`config.mk`:
```
export PLATFORM = sky130hd
export DESIGN_NAME = seg_scan_n
export DESIGN_NICKNAME = d
export VERILOG_FILES = /design/src/rtl/seg_scan_n.sv
export SDC_FILE = /design/constraint.sdc
export NUM_CORES = 1
export LEC_CHECK = 0
export BUFFER_PORTS_ARGS = -buffer_cell sky130_fd_sc_hd__clkbuf_2
export CORE_AREA = 2 2 122 124
export DETAILED_ROUTE_END_ITERATION = 12
export DIE_AREA = 0 0 124 126
export PLACE_DENSITY_LB_ADDON = 0.05
export SLEW_MARGIN = 20
export SYNTH_ARGS = -nofsm -noshare
export SYNTH_HDL_FRONTEND = slang
export SYNTH_SLANG_ARGS = --single-unit
export TNS_END_PERCENT = 30
```
`constraint.sdc`:
```
create_clock -name clk -period 2.4 [get_ports clk]
set_input_delay 0.72 -clock clk [delete_from_list [all_inputs] [get_ports clk]]
set_output_delay 0.72 -clock clk [all_outputs]
set_load 0.05 [all_outputs]
```
`src/rtl/seg_scan_n.sv`:
```
// seg_scan_n: time-multiplexed driver for an N-digit common-select 7-segment
// display. Each digit owns a slot of SCAN_DIV clocks; the first BLANK_CYC clocks
// of every slot keep all selects off so the previous digit's pattern cannot
// ghost onto the next one. Values are double-buffered and only swapped at the
// end of a full scan, so a frame never shows a mix of old and new digits.
module seg_scan_n #(
    parameter int NUM_DIGITS     = 4,
    parameter int SCAN_DIV       = 50000,
    parameter int BLANK_CYC      = 500,
    parameter bit SEL_ACTIVE_LOW = 1'b0,
    parameter bit SEG_ACTIVE_LOW = 1'b0
) (
    input  logic                      clk,
    input  logic                      rst,
    input  logic [4*NUM_DIGITS-1:0]   number,
    input  logic [NUM_DIGITS-1:0]     dp_in,
    input  logic [NUM_DIGITS-1:0]     digit_en,
    input  logic                      lz_blank,
    input  logic                      load,
    output logic [NUM_DIGITS-1:0]     sel,
    output logic [6:0]                seg,
    output logic                      dp,
    output logic                      frame_tick
);

    localparam int CNT_W = (SCAN_DIV > 1) ? $clog2(SCAN_DIV) : 1;
    localparam int IDX_W = (NUM_DIGITS > 1) ? $clog2(NUM_DIGITS) : 1;
    localparam logic [CNT_W-1:0]      CNT_LAST = CNT_W'(SCAN_DIV - 1);
    localparam logic [IDX_W-1:0]      IDX_LAST = IDX_W'(NUM_DIGITS - 1);
    // XOR masks applied to the final active-high values to get pin polarity
    localparam logic [NUM_DIGITS-1:0] SEL_INV  = {NUM_DIGITS{SEL_ACTIVE_LOW}};
    localparam logic [6:0]            SEG_INV  = {7{SEG_ACTIVE_LOW}};

    generate
        if (NUM_DIGITS < 1 || NUM_DIGITS > 16 || SCAN_DIV < 2 ||
            BLANK_CYC < 0 || BLANK_CYC >= SCAN_DIV) begin : g_param_check
            $error("seg_scan_n: illegal NUM_DIGITS/SCAN_DIV/BLANK_CYC combination");
        end
    endgenerate

    logic [CNT_W-1:0]        r_cnt;
    logic [IDX_W-1:0]        r_idx;
    logic [4*NUM_DIGITS-1:0] r_num_act;
    logic [4*NUM_DIGITS-1:0] r_num_pend;
    logic [NUM_DIGITS-1:0]   r_dp_act;
    logic [NUM_DIGITS-1:0]   r_dp_pend;
    logic                    r_pend_flag;
    logic [NUM_DIGITS-1:0]   r_sel;
    logic [6:0]              r_seg;
    logic                    r_dp;
    logic                    r_frame_tick;

    logic                    w_cnt_wrap;
    logic                    w_boundary;
    logic                    w_in_blank;
    logic [3:0]              w_nib [NUM_DIGITS];
    logic [NUM_DIGITS-1:0]   w_upper_zero;   // bit i: active nibbles i..N-1 are all zero
    logic [3:0]              w_nib_cur;
    logic                    w_blank_cur;
    logic [6:0]              w_seg_dec;
    logic [NUM_DIGITS-1:0]   w_sel_hi;
    logic [6:0]              w_seg_hi;
    logic                    w_dp_hi;

    assign w_cnt_wrap = (r_cnt == CNT_LAST);
    assign w_boundary = w_cnt_wrap && (r_idx == IDX_LAST);

    // A zero-length dead time would make the compare trivially false, so it is elided
    generate
        if (BLANK_CYC == 0) begin : g_no_blank
            assign w_in_blank = 1'b0;
        end else begin : g_blank
            assign w_in_blank = (r_cnt < CNT_W'(BLANK_CYC));
        end
    endgenerate

    // Per-digit nibble view and the "everything above me is zero" chain
    generate
        for (genvar gi = 0; gi < NUM_DIGITS; gi++) begin : g_digit
            assign w_nib[gi] = r_num_act[4*gi +: 4];
            if (gi == NUM_DIGITS - 1) begin : g_top
                assign w_upper_zero[gi] = (w_nib[gi] == 4'h0);
            end else begin : g_lower
                assign w_upper_zero[gi] = (w_nib[gi] == 4'h0) && w_upper_zero[gi+1];
            end
        end
    endgenerate

    assign w_nib_cur   = w_nib[r_idx];
    // Digit 0 always shows something, even for a value of zero
    assign w_blank_cur = lz_blank && (r_idx != '0) && w_upper_zero[r_idx];

    // Hex to active-high gfedcba segment pattern
    always_comb begin
        w_seg_dec = 7'h00;
        case (w_nib_cur)
            4'h0: w_seg_dec = 7'h3F;
            4'h1: w_seg_dec = 7'h06;
            4'h2: w_seg_dec = 7'h5B;
            4'h3: w_seg_dec = 7'h4F;
            4'h4: w_seg_dec = 7'h66;
            4'h5: w_seg_dec = 7'h6D;
            4'h6: w_seg_dec = 7'h7D;
            4'h7: w_seg_dec = 7'h07;
            4'h8: w_seg_dec = 7'h7F;
            4'h9: w_seg_dec = 7'h6F;
            4'hA: w_seg_dec = 7'h77;
            4'hB: w_seg_dec = 7'h7C;
            4'hC: w_seg_dec = 7'h39;
            4'hD: w_seg_dec = 7'h5E;
            4'hE: w_seg_dec = 7'h79;
            default: w_seg_dec = 7'h71;
        endcase
    end

    // Active-high pin values for the current (cnt, idx); dark during dead time or disabled digit
    always_comb begin
        w_sel_hi = '0;
        w_seg_hi = 7'h00;
        w_dp_hi  = 1'b0;
        if (!w_in_blank && digit_en[r_idx]) begin
            w_sel_hi = NUM_DIGITS'(1) << r_idx;
            w_seg_hi = w_blank_cur ? 7'h00 : w_seg_dec;
            w_dp_hi  = r_dp_act[r_idx];
        end
    end

    // Slot counter and digit index; the scan rate never depends on the inputs
    always_ff @(posedge clk) begin
        if (rst) begin
            r_cnt <= '0;
            r_idx <= '0;
        end else if (w_cnt_wrap) begin
            r_cnt <= '0;
            r_idx <= (r_idx == IDX_LAST) ? '0 : r_idx + 1'b1;
        end else begin
            r_cnt <= r_cnt + 1'b1;
        end
    end

    // Double buffer: loads land in pending, pending moves to active only at a frame boundary;
    // a load coinciding with the boundary bypasses pending so it is not delayed a whole frame
    always_ff @(posedge clk) begin
        if (rst) begin
            r_num_act   <= '0;
            r_dp_act    <= '0;
            r_num_pend  <= '0;
            r_dp_pend   <= '0;
            r_pend_flag <= 1'b0;
        end else if (w_boundary) begin
            if (load) begin
                r_num_act <= number;
                r_dp_act  <= dp_in;
            end else if (r_pend_flag) begin
                r_num_act <= r_num_pend;
                r_dp_act  <= r_dp_pend;
            end
            r_pend_flag <= 1'b0;
        end else if (load) begin
            r_num_pend  <= number;
            r_dp_pend   <= dp_in;
            r_pend_flag <= 1'b1;
        end
    end

    // Registered pins with polarity applied last, plus the end-of-frame pulse
    always_ff @(posedge clk) begin
        if (rst) begin
            r_sel        <= SEL_INV;
            r_seg        <= SEG_INV;
            r_dp         <= SEG_ACTIVE_LOW;
            r_frame_tick <= 1'b0;
        end else begin
            r_sel        <= w_sel_hi ^ SEL_INV;
            r_seg        <= w_seg_hi ^ SEG_INV;
            r_dp         <= w_dp_hi ^ SEG_ACTIVE_LOW;
            r_frame_tick <= w_boundary;
        end
    end

    assign sel        = r_sel;
    assign seg        = r_seg;
    assign dp         = r_dp;
    assign frame_tick = r_frame_tick;

endmodule
```
==> metrics.md, run 1 <==
| Metric | Value |
|---|---|
| Overflow after GRT | 0 |
| Mean Syn Cell Area | 9.26 sq um |
| Min-delay worst type | flop to flop |
| Run status | complete, no violations |
| Detailed Routing Iterations Pass 1 | 4 |
| Post-Syn Area | 3530 sq um |
| Worst path cell trace | mux4_2, ha_1, nor2b_1, a211o_1, a211oi_1 |
| Setup total negative slack | 0 ns |
| P&R area growth vs syn | 22.6% |
| Hold wc startpoint | r_num_pend[5]$_SDFFE_PP0P_ |
| Vias per cell | 4.43 |
| Ys flop type | dfxtp_1 |
| Min-Delay Endpoint | r_num_pend[5]$_SDFFE_PP0P_ |
| Clock buffer depth | 2 |
| NumNets Final | 461 |
| Setup Skew | 0.00487 ns |
| Core ar. | 14300 sq um |
| Initial antenna violation count | 0 |
| HPWL Detailed | 5930 microns |
| Critical path's slowest cell | mux4_2 |
| Max Clock Freq | 495 MHz |
| CP required | 2.65 ns |
| Global placer's final weighted congestion | 0.746 |
| Routed WL per cell | 13.8 microns |
| Post-route clock period utilization | 84.2% |
| R2R Setup Slk | 0.38 ns |
| Setup violators final | 0 |
| LEAKAGE | 1.81 nW |
| Unrepaired setup endpoints after global routing | no |
| Resize count post-CTS | 0 |
| Clock Latency Late Sink | 0.34 ns |
| CP Capture Type | flop |
| Port Buffer Count | 40 |
| Global Route Usage Sum | 11.9% |
| Width of the die | 124 microns |
| Final wirelength | 8470 microns |
| PwrDens | 663 nW/um^2 |
| DP Worst Slack | 0.352 ns |
| Fillers | 1554 |
| Layout cells sized above 1 | 23.6% |
| Worst-margin pin slew | 0.528 ns |
| DR iter-0 viols | 135 |
| Maximum level of the CTS H-tree | 3 |
| Register bit total from synthesis | 72 |
| Vias post-DR | 2711 |
| VDD IR max | 0.281 mV |
| Initial cell density of the core | 24.7% |
| Crit path DAT | 2.28 ns |
| Seq/Total Area, Yosys | 40.9% |
| CP Launch Type | flop |
| Worst r2r src | r_idx[0]$_SDFFE_PP0N_ |
| Slowest stage delay, CP | 0.61 ns |
| Clock Tree Root | clkbuf_16 |
| R2R Path End | seg[3]$_SDFF_PP0_ |
| Die Y | 126 microns |
| Register Area | 1440 sq um |
| Post CTS Setup Buffer Count | 0 |
| Hold path cells | 2 |
| Cts hold-fix bufs | 0 |
| Asr flop ratio synth | 0% |
| CTS tree | built |
| Final worst setup slack | 0.379 ns |
| Fin. max-slew vios | 0 |
| Largest net degree at the start of global routing | 83 |
| Area taken by multi-input logic gates | 1970 sq um |
| Number of global-route vias before repair | 2717 |
| Worst-path fanout max | 5 |
| Final Hold Viols | 0 |
| DRC errors left | 0 |
| FF-to-FF path depth | 5 |
| ANT nets after route | 0 |
| Number of library cell types mapped by synthesis | 41 |
| TritonCTS Buffers | 9 |
| Num Clock Sinks | 72 |
| Post-route minimum period | 2.02 ns |
| Syn Nets | 419 |
| Clk pin slew, worst setup/hold paths | 0.06 ns |
| Total design power | 2.87 mW |
| Die area | 15600 sq um |
| Ys Warns | 0 |
| Row count | 44 |
| Io pins | 41 |
| Worst setup path class | flop to flop |
| Post-synthesis cell count | 381 |
| Slew HR | 64.4% |
| WHS | 0.453 ns |
| Antenna cells | 0 |
| Max Cap Violations | 0 |
| Post-synth EDFFs | 0 |
| Global-route wire length before repair | 14200 microns |
==> sequential cells by signal (all words and copies together), names as in the netlist <==
signal       count
r_cnt           16
r_num_act       16
r_num_pend      16
seg              7
r_dp_act         4
r_dp_pend        4
sel              4
r_idx            2
dp               1
frame_tick       1
r_pend_flag      1
==> per-layer routing <==
metal	up-vias	share of wire [%]	GRT usage [%]
li1	1401	-	-
met1	1251	51	16.6
met2	52	43	17.1
met3	7	4.8	4.30
met4	0	1.1	3.77
met5	-	0	0
==> report_power, final <==
group | leakage, nW | total [mW] | internal, mW | switching (mW)
logic | 1.07 | 0.169 | 0.0819 | 0.0866
clock network | 0.152 | 1.46 | 0.937 | 0.527
registers | 0.585 | 1.24 | 1.22 | 0.0135
==> layout by cell type, fill, tap and decap left out, types with 2 or more instances in the layout <==
cell type,count
bufinv_16,2
buf_4,9
ha_1,10
nor3_1,14
mux2i_1,43
clkbuf_2,40
clkbuf_16,9
clkinvlp_4,2
buf_12,3
mux4_2,7
nand3_1,6
nor4_1,5
inv_1,9
nand3b_1,3
mux2_2,22
nor2_1,22
dfxtp_1,72
or3_1,4
nand2_1,88
nand4b_1,2
nand4_1,3
a211oi_1,3
a21oi_1,6
xnor2_1,13
nor2b_1,2
o21ai_0,5
or4_1,3
==> Yosys cell counts, types with 2 or more instances <==
cell type   n  area share (%)
or4_1       3            0.64
mux4_2      7             4.5
nand3b_1    3            0.64
nand2_1    88             9.4
mux2_2     22             7.0
clkbuf_1   13             1.4
inv_1      10             1.1
ha_1       10             3.5
a211oi_1    3            0.64
xnor2_1    13             3.2
buf_2       7            0.99
nand4_1     3            0.53
nor4_1      5            0.89
nor2_1     22             2.3
nor3_1     14             2.0
mux2i_1    43              12
dfxtp_1    72              41
nand3_1     6            0.85
or3_1       4            0.71
o21ai_0     5            0.71
a21oi_1     6            0.85
nand4b_1    2            0.50
nor2b_1     2            0.35
==> worst max-delay path, delay by kind of cell (launching register included) <==
| family | cells | cell delay, ns |
|---|---|---|
| muxes | 1 | 0.61 |
| DFF | 1 | 0.42 |
| AOI/OAI and AO/OA | 2 | 0.49 |
| adders and majority gates | 1 | 0.28 |
| and+or+nand+nor | 1 | 0.15 |
==> cells by family (layout without fill, tap and decap cells) <==
kind of cell	after synthesis	count (layout)	synth area share (%)
compound gates	23	23	4.29
xor+xnor	14	14	3.48
fa+ha+maj	10	10	3.55
buf+inv	31	78	3.55
flops	72	72	40.9
mux	72	72	23.7
simple gates	159	159	20.6
==> worst max path at each step <==
stage | start | endpoint | cells past startpoint | slack [ns]
after floorplan | r_idx[0]$_SDFFE_PP0N_ | seg[3]$_SDFF_PP0_ | 6 | 0.33
after global placement | r_cnt[6]$_SDFF_PP0_ | seg[2]$_SDFF_PP0_ | 5 | 0.32
after detailed placement | r_cnt[6]$_SDFF_PP0_ | seg[2]$_SDFF_PP0_ | 5 | 0.35
after CTS | r_cnt[6]$_SDFF_PP0_ | seg[2]$_SDFF_PP0_ | 5 | 0.32
after global routing | r_cnt[6]$_SDFF_PP0_ | seg[2]$_SDFF_PP0_ | 5 | 0.19
final | r_idx[0]$_SDFFE_PP0N_ | seg[3]$_SDFF_PP0_ | 5 | 0.38
==> layout make-up <==
cell class	instances	share of cell area (%)
timing repair buffer	52	7.58
multi-input combinational	278	45.4
inverter	10	0.868
sequential	72	33.3
clock buffer	11	5.61
tap	184	5.32
clock inverter	5	1.85
==> stage by stage <==
step           utilization (%)  cells  area [sq um]
2_1_floorplan                -    381          3530
3_3_place_gp              28.0    596          4000
3_5_place_dp              28.0    596          4000
4_1_cts                   30.2    612          4330
5_1_grt                   30.2    612          4330
6_report                  30.2    612          4330
Power figures use the tool's default switching activity.
==> inputs of run 2 (changes only) <==
==> constraint.sdc (replaced) <==
create_clock -name clk -period 1.8 [get_ports clk]
set_input_delay 0.54 -clock clk [delete_from_list [all_inputs] [get_ports clk]]
set_output_delay 0.54 -clock clk [all_outputs]
set_load 0.05 [all_outputs]
==> run 2 against run 1 <==
The flow now finishes with violations (negative setup slack); wire length rose by 8.4%; global-route usage rose by 0.22 points; core utilization rose by 3.6 points; clock skew rose by 0.0022 ns; worst setup slack got worse by 0.44 ns; largest power group unchanged.
==> metrics.md, run 2 (synthesis gave the netlist of run 1 again) <==
| Metric | Value |
|---|---|
| Run status | finished with violations |
| Violated checks | negative setup slack |
| CP Capture Type | flop |
| TritonCTS Buffers | 9 |
| Largest net degree at the start of global routing | 83 |
| P&R area growth vs syn | 37.1% |
| Port Buffer Count | 40 |
| Post-route minimum period | 1.86 ns |
| Total design power | 3.81 mW |
| Detailed Routing Iterations Pass 1 | 4 |
| Final worst setup slack | -0.0602 ns |
| Commonest non-fill, non-tap cell in the layout | nand2_1 |
| Post-DP Area | 4300 sq um |
| Worst-path fanout max | 10 |
| Unrepaired setup endpoints after global routing | yes |
| LEAKAGE | 2.08 nW |
| Slew HR | 70.4% |
| CP Launch Type | flop |
| Max Clock Freq | 538 MHz |
| Initial antenna violation count | 0 |
| Antenna cells | 0 |
| NumNets Final | 505 |
| Vias per cell | 4.38 |
| VDD IR max | 0.391 mV |
| Worst setup path class | flop to flop |
| Vias post-DR | 2870 |
| Max Cap Violations | 0 |
| Global Route Usage Sum | 12.1% |
| Initial cell density of the core | 24.7% |
| DRC errors left | 0 |
| Top Registers | r_cnt: 16 flops, r_num_act: 16 flops, r_num_pend: 16 flops |
| Final Hold Viols | 0 |
| Width of the die | 124 microns |
| Clock Latency Late Sink | 0.34 ns |
| Global-route wire length before repair | 14500 microns |
| Routed WL per cell | 14.0 microns |
| Placed Instances | 633 |
| Num Clock Sinks | 72 |
| Setup violators final | 22 |
| Layout cells sized above 1 | 36.7% |
| Crit path DAT | 2.09 ns |
| Final wirelength | 9180 microns |
| Setup Skew | 0.00708 ns |
| Commonest non-fill, non-tap cells in the layout | nand2_1, dfxtp_1, buf_4 |
| Clk pin slew, worst setup/hold paths | 0.06 ns |
| Clock buffer depth | 2 |
| Worst-margin pin slew | 0.437 ns |
| Fin. max-slew vios | 0 |
| CTS tree | built |
| Number of global-route vias before repair | 2873 |
| Io pins | 41 |
| Setup total negative slack | -0.936 ns |
| Die Y | 126 microns |
| Fillers | 1514 |
| Global placer's final weighted congestion | 0.727 |
| DP Worst Slack | -0.0990 ns |
| DR iter-0 viols | 117 |
| Overflow after GRT | 0 |
| Final cell count without fillers | 656 |
| PwrDens | 788 nW/um^2 |
| Row count | 44 |
| Core ar. | 14300 sq um |
| Clock Tree Root | clkbuf_16 |
| CP required | 2.03 ns |
| Die area | 15600 sq um |
| HPWL Detailed | 6500 microns |
| Register Area | 1450 sq um |
| ANT nets after route | 0 |
| Maximum level of the CTS H-tree | 3 |
| Area taken by multi-input logic gates | 2080 sq um |
| Finished Cell Area | 4840 sq um |
| Min-delay worst type | input port to flop |
| Post-route clock period utilization | 103% |
-- run 2: cell count changes in the layout (fill, tap and decap cells not counted), moves of 4 or more --
cell,delta
buf_4,+39
dfxtp_1,-8
dfxtp_2,+7
ha_1,-5
ha_4,+4
-- run 2: per-layer routing --
| layer | up-vias | wire length [microns] | track usage [%] |
|---|---|---|---|
| met4 | 0 | 196 | 5.95 |
| li1 | 1493 | - | - |
| met2 | 39 | 4100 | 18.2 |
| met5 | - | 0 | 0 |
| met3 | 13 | 301 | 2.54 |
| met1 | 1325 | 4580 | 16.5 |
-- run 2: layout make-up --
| cell class | count | share of cell area [%] |
|---|---|---|
| multi-input cells | 278 | 43.1 |
| repair buffers | 96 | 14.6 |
| clock buffers | 14 | 5.87 |
| inverters | 10 | 0.906 |
| flip-flops and latches | 72 | 30.1 |
| clock inverters | 2 | 0.724 |
| well taps | 184 | 4.76 |
-- run 2: final timing paths --
| kind | start | to | slack [ns] | cells past startpoint |
|---|---|---|---|---|
| worst max-delay path | r_cnt[7]$_SDFF_PP0_ | r_dp_pend[1]$_SDFFE_PP0P_ | -0.06 | 6 |
| worst min-delay path | number[10] | r_num_pend[10]$_SDFFE_PP0P_ | 0.44 | 3 |
| worst max register to register | r_cnt[7]$_SDFF_PP0_ | r_dp_pend[1]$_SDFFE_PP0P_ | -0.06 | 6 |
| worst min register to register | r_num_pend[6]$_SDFFE_PP0P_ | r_num_pend[6]$_SDFFE_PP0P_ | 0.45 | 2 |
-- run 2: what timing repair did --
| item | 4_1_cts | 5_1_grt |
|---|---|---|
| pin swaps | 3 | 4 |
| gates resized for setup | 10 | 25 |
| endpoints found under the setup margin | 62 | 70 |
| gates cloned | 0 | 3 |
| buffers inserted | 2 | 2 |
| hold buffers | 0 | 0 |
-- run 2: power by group --
group / switching [mW] / internal (mW) / leakage, nW
registers: 0.0182 / 1.63 / 0.589
clock network: 0.680 / 1.22 / 0.159
logic: 0.125 / 0.134 / 1.33
total: 0.823 / 2.99 / 2.08
-- run 2: per-stage QoR --
stage | hold slack [ns] | util [%]
floorplan | 0.429 | -
global placement | 0.440 | 30.0
detailed placement | 0.444 | 30.0
CTS | 0.428 | 32.7
global route | 0.448 | 33.8
finish | 0.438 | 33.8
-- run 2: worst max-delay path, stage by stage, from the launching register on --
cell and delay [ns]:
dfxtp_2 0.34, or3b_4 0.41, nor4_4 0.40, buf_4 0.20, a21boi_4 0.09, clkbuf_16 0.20
mux2i_1 0.12
